<file path="src/rtl/bcd_to_7segment.sv">
// Registered BCD-to-seven-segment decoder for one display digit.
// It supports lamp test, blanking, ripple blanking and an invalid-code flag.
module bcd_to_7segment #(
    parameter bit ACTIVE_LOW = 1'b0
) (
    input  logic       clk,
    input  logic       rst,
    input  logic [3:0] bcd,
    input  logic       lamp_test,
    input  logic       blank,
    input  logic       rbi,
    output logic [6:0] seg,
    output logic       rbo,
    output logic       err
);

    localparam logic [6:0] SEG_OFF = 7'b0000000;
    localparam logic [6:0] SEG_ALL = 7'b1111111;
    localparam logic [6:0] POLARITY = {7{ACTIVE_LOW}};

    logic [6:0] glyph;
    logic       invalid;
    logic       suppress;
    logic [6:0] seg_logical;
    logic       rbo_next;

    // Segment order is {a,b,c,d,e,f,g}, and 1 means lit.
    always_comb begin
        glyph = SEG_OFF;
        unique case (bcd)
            4'd0:    glyph = 7'b1111110;
            4'd1:    glyph = 7'b0110000;
            4'd2:    glyph = 7'b1101101;
            4'd3:    glyph = 7'b1111001;
            4'd4:    glyph = 7'b0110011;
            4'd5:    glyph = 7'b1011011;
            4'd6:    glyph = 7'b1011111;
            4'd7:    glyph = 7'b1110000;
            4'd8:    glyph = 7'b1111111;
            4'd9:    glyph = 7'b1111011;
            default: glyph = SEG_OFF;
        endcase
    end

    assign invalid  = (bcd > 4'd9);
    assign suppress = rbi && (bcd == 4'd0);

    // Lamp test beats blank, and blank beats ripple suppression.
    always_comb begin
        seg_logical = glyph;
        rbo_next    = 1'b0;
        if (lamp_test) begin
            seg_logical = SEG_ALL;
        end else if (blank) begin
            seg_logical = SEG_OFF;
        end else if (suppress) begin
            seg_logical = SEG_OFF;
            rbo_next    = 1'b1;
        end
    end

    // A suppressed digit is always 0, so the err flag ignores the overrides.
    always_ff @(posedge clk) begin
        if (rst) begin
            seg <= SEG_OFF ^ POLARITY;
            rbo <= 1'b0;
            err <= 1'b0;
        end else begin
            seg <= seg_logical ^ POLARITY;
            rbo <= rbo_next;
            err <= invalid;
        end
    end

endmodule

</file>
<file path="config.mk">
export PLATFORM = sky130hd
export DESIGN_NAME = bcd_to_7segment
export DESIGN_NICKNAME = d
export VERILOG_FILES = /design/src/rtl/bcd_to_7segment.sv
export SDC_FILE = /design/constraint.sdc
export NUM_CORES = 1
export LEC_CHECK = 0
export CELL_PAD_IN_SITES_DETAIL_PLACEMENT = 1
export CELL_PAD_IN_SITES_GLOBAL_PLACEMENT = 1
export CORE_MARGIN = 4
export CORE_UTILIZATION = 25
export DETAILED_ROUTE_END_ITERATION = 12
export DONT_BUFFER_PORTS = 1
export PLACE_DENSITY = 0.54
export SLEW_MARGIN = 30
export SYNTH_ARGS = -nofsm -noshare
export SYNTH_HDL_FRONTEND = slang
export SYNTH_SLANG_ARGS = --single-unit
</file>
<file path="constraint.sdc">
create_clock -name clk -period 1.1 [get_ports clk]
set_input_delay 0.33 -clock clk [delete_from_list [all_inputs] [get_ports clk]]
set_output_delay 0.33 -clock clk [all_outputs]
set_load 0.02 [all_outputs]
</file>
* Word level (Yosys, flattened, before mapping) *
Memories as Yosys holds them, arrays and structs flattened.
Cells that the tools add are included.

word-level totals
  flip-flop bits (word level) = 9
  memory bits (read-only) = 112
  bits of input ports = 9
  output and inout port bits = 9
  logic and storage cells = 12
  memories = 1

memories
  memory           depth  width  read ports  clocked after memory_dff  write ports  RTL line  RTL
  (no name shown)  16     7      1           0                         0            30        unique case (bcd)

cells by class
  $lt $le $gt $ge = 1
  muxes and demuxes = 4
  reduce and logical (&&, ||, !) cells = 3

operators with widths
  operator            number
  $mux 7              3
  $gt 4x4->1 const B  1
  $logic_not 4->1     1
  $reduce_or 3->1     1
  $logic_and 1x1->1   1
  $mux 1              1

* Logic depth before layout (Yosys ltp) *
  depth after elaboration = 5
  mapped depth = 6
  mapped depth without buffers = 6

* Worst setup path after synthesis *
No wires, ideal clock.

  path kind = input-to-reg
  start point = input bcd[1]
  end point = register seg[1]
  setup time = 123 ps
  arrival time = 1058 ps
  data required time = 977 ps
  slack = -81 ps
  stages = 6
  buffers on the path = 0
  cells stage by stage = inv_1 -> ha_1 -> nor2b_4 -> nand2_2 -> a31oi_2 -> nor3_1

between the ends
  word-level cells in the longest chain between the ends = 5
  elaborated cells on any way between the ends = 6
  classes of those cells = mux (3); reduce/logical (2); memory (1)

RTL lines
  what                                                                  RTL line  RTL
  start: declaration                                                    8         input logic [3:0] bcd,
  parallel branches: the longest is 2 deep, another holds $mem_v2 16x7  -
  $mux 7 (*)                                                            56        end else if (suppress) begin
  $mux 7 (*)                                                            54        end else if (blank) begin
  $mux 7 (*)                                                            52        if (lamp_test) begin
  end signal: assignment                                                65        seg <= SEG_OFF ^ POLARITY;
  end signal: assignment                                                69        seg <= seg_logical ^ POLARITY;
  end: declaration                                                      12        output logic [6:0] seg,

Mark *: on every way between the ends.
A chain may end at the register's enable or synchronous reset.

* Worst setup path in the final report *
  start point = register seg[6]
  end point = output seg[6]

No word-level cell between the ends.

==> results_dict.tcl <==
set metrics [dict create \
    area_growth_pct 16.67 \
    status "completed" \
    maxCapViolCount 0 \
    synth.area.top_cells "dfxtp_1, ha_1, nor3_1, o21ai_1, inv_1" \
    dr_wl_met2_um 448 \
    cts_buffers 3 \
    yosysUniqueCellTypes 24 \
    grt_overflow 0 \
    met3_wirelength_um 89 \
    leakagePower_uw 0.0002312 \
    drc 0 \
    ys_ff_latch 9 \
    fin_area_sq_um 543.0 \
    synth_nets 64 \
    fin_crit_ps 1002 \
    totalPowerFinal_uw 704.9 \
    crit_path_start "seg[6]$_SDFF_PP0_" \
    wl_met1_um 402 \
    htree_levels 1 \
    die-height_um 51.15 \
    tightestPinTransition_ps 244.1 \
    ctsResizeCount 0 \
    synth_top_family_by_area "simple AND/OR/NAND/NOR gates" \
    synth_mux_area_share_pct 2.151 \
    fillers 230 \
    relSlewSlack_pct 83.58 \
    grt_use_total_pct 8.410 \
    num_antenna_cells 0 \
    post_cts.repair.setup_buffers 0 \
    holdPathEnd "seg[2]$_SDFF_PP0_" \
    synth_seq_area_share_pct 38.71 \
    cts_root_buf "clkbuf_4" \
    ir_drop_mv 0.3393 \
    synth_adder_area_share_pct 13.44 \
    arrival_ps 670 \
    drive_gt1_share_pct 23.21 \
    yosys.area_share.simple_pct 24.73 \
    slew_violations 0 \
    io_buffers 0 \
    wl_per_cell_um 11.78 \
    avgSynthCellArea_sq_um 9.309 \
    final_cell_mix "dfxtp_1, ha_1, nor3_1" \
    rsz0062_at_grt "false" \
    holdWs_ps 150.4 \
    cts_sinks 9 \
    start_util_pct 26.67 \
    grt_pass1_vias 375 \
    dieArea_sq_um 2616 \
    antenna_found_initial 0 \
    vias 350 \
    first_iter_violations 1 \
    synth_compound_area_share_pct 15.32 \
    dpl.hpwl_um 824.2 \
    hold_buffers 0 \
    max_freq_mhz 998.2 \
    clk_pin_slew_ps 50 \
    yosys.area_share.xor_xnor_pct 0 \
    synthCells 50 \
    grt_pass1_wl_um 1587 \
    first_pass_iters 2 \
    post_dp_cell_area_sq_um 516.7 \
    rows 15 \
    finalCritPeriodShare_pct 91.07 \
    crit_fanout 1 \
    wl_um 954 \
    layout.nets 71 \
    p_per_area_nw_per_um2 1298 \
    core_sq_um 1745 \
    drtAntennaViolNets 0 \
    cts_buffer_depth 2 \
    synth_area_sq_um 465.4 \
    start_kind "flop" \
    fin_cells 81 \
    cts_tree "yes" \
    io_pins 18 \
    synth_top_area_share_pct 38.71 \
    fp.dieW_um 51.15 \
    mostFrequentLayoutCell "dfxtp_1" \
    hold_start "rst" \
    hp-class "in2reg" \
    place_congestion 0.6606 \
    min_path_cells 1 \
    dp_cells 77 \
    critical_path_class "reg2out" \
    yosysWarnings 0 \
    routed_via_density 4.321 \
    grt_start_max_net_pins 10 \
    setup_viol 0 \
    top_layer "met4" \
    synth_top_area_cell "dfxtp_1" \
    required_ps 770 \
    hold_viol 0 \
    critPathCaptureType "output pin" \
]
-- power breakdown --
group          switching, uW  total, uW  internal, uW
clock                   94.6        233           138
combinational           42.9       87.0          44.1
sequential              35.7        385           349
-- registers in the layout (all words and copies together) (netlist names) --
name / cells
err: 1
seg: 7
rbo: 1
-- cell families after synthesis --
logic type      Yosys count
simple gates             20
compound gates           10
flops                     9
buf+inv                   5
fa+ha+maj                 5
mux                       1
-- worst max-delay path by stage --
stage / depth (start not counted) / slack [ps] / to
3_3_place_gp: 6 / -50 / seg[0]$_SDFF_PP0_
6_report: 0 / 100 / seg[6]
2_1_floorplan: 6 / 20 / seg[1]$_SDFF_PP0_
4_1_cts: 0 / 80 / rbo
5_1_grt: 0 / 60 / seg[5]
3_5_place_dp: 6 / -60 / seg[0]$_SDFF_PP0_
-- synthesized netlist by cell type, drive strengths merged --
| cell | count |
|---|---|
| a21oi | 1 |
| a31oi | 1 |
| buf | 1 |
| dfxtp | 9 |
| ha | 5 |
| inv | 4 |
| mux2i | 1 |
| nand2 | 4 |
| nand2b | 1 |
| nand3 | 1 |
| nor2 | 3 |
| nor2b | 4 |
| nor3 | 4 |
| nor3b | 1 |
| nor4 | 2 |
| o211a | 1 |
| o21ai | 5 |
| o21bai | 1 |
| o31ai | 1 |
-- per-layer routing --
metal | track usage (%) | vias up
met2 | 12.23 | 14
li1 | - | 183
met1 | 9.700 | 151
met4 | 9.417 | 0
met5 | 0 | -
met3 | 1.458 | 2
-- cell type report --
class	count	area, sq um	area share (%)
sequential	9	180.2	33.18
timing repair buffer	3	22.52	4.147
inverter	4	15.01	2.765
multi-input combinational	36	267.8	49.31
tap	25	31.28	5.760
clock buffer	4	26.28	4.839
-- through the flow --
step | TNS [ps] | worst slack [ps] | utilization (%)
final | 0 | 98.18 | 31.11
after global routing | 0 | 60.60 | 31.11
after CTS | 0 | 79.65 | 31.11
after detailed placement | -358.5 | -61.74 | 29.61
after global placement | -334.2 | -54.04 | 29.61
after floorplan | 0 | 18.92 | -
No activity file was read; power rests on OpenSTA's default activity.
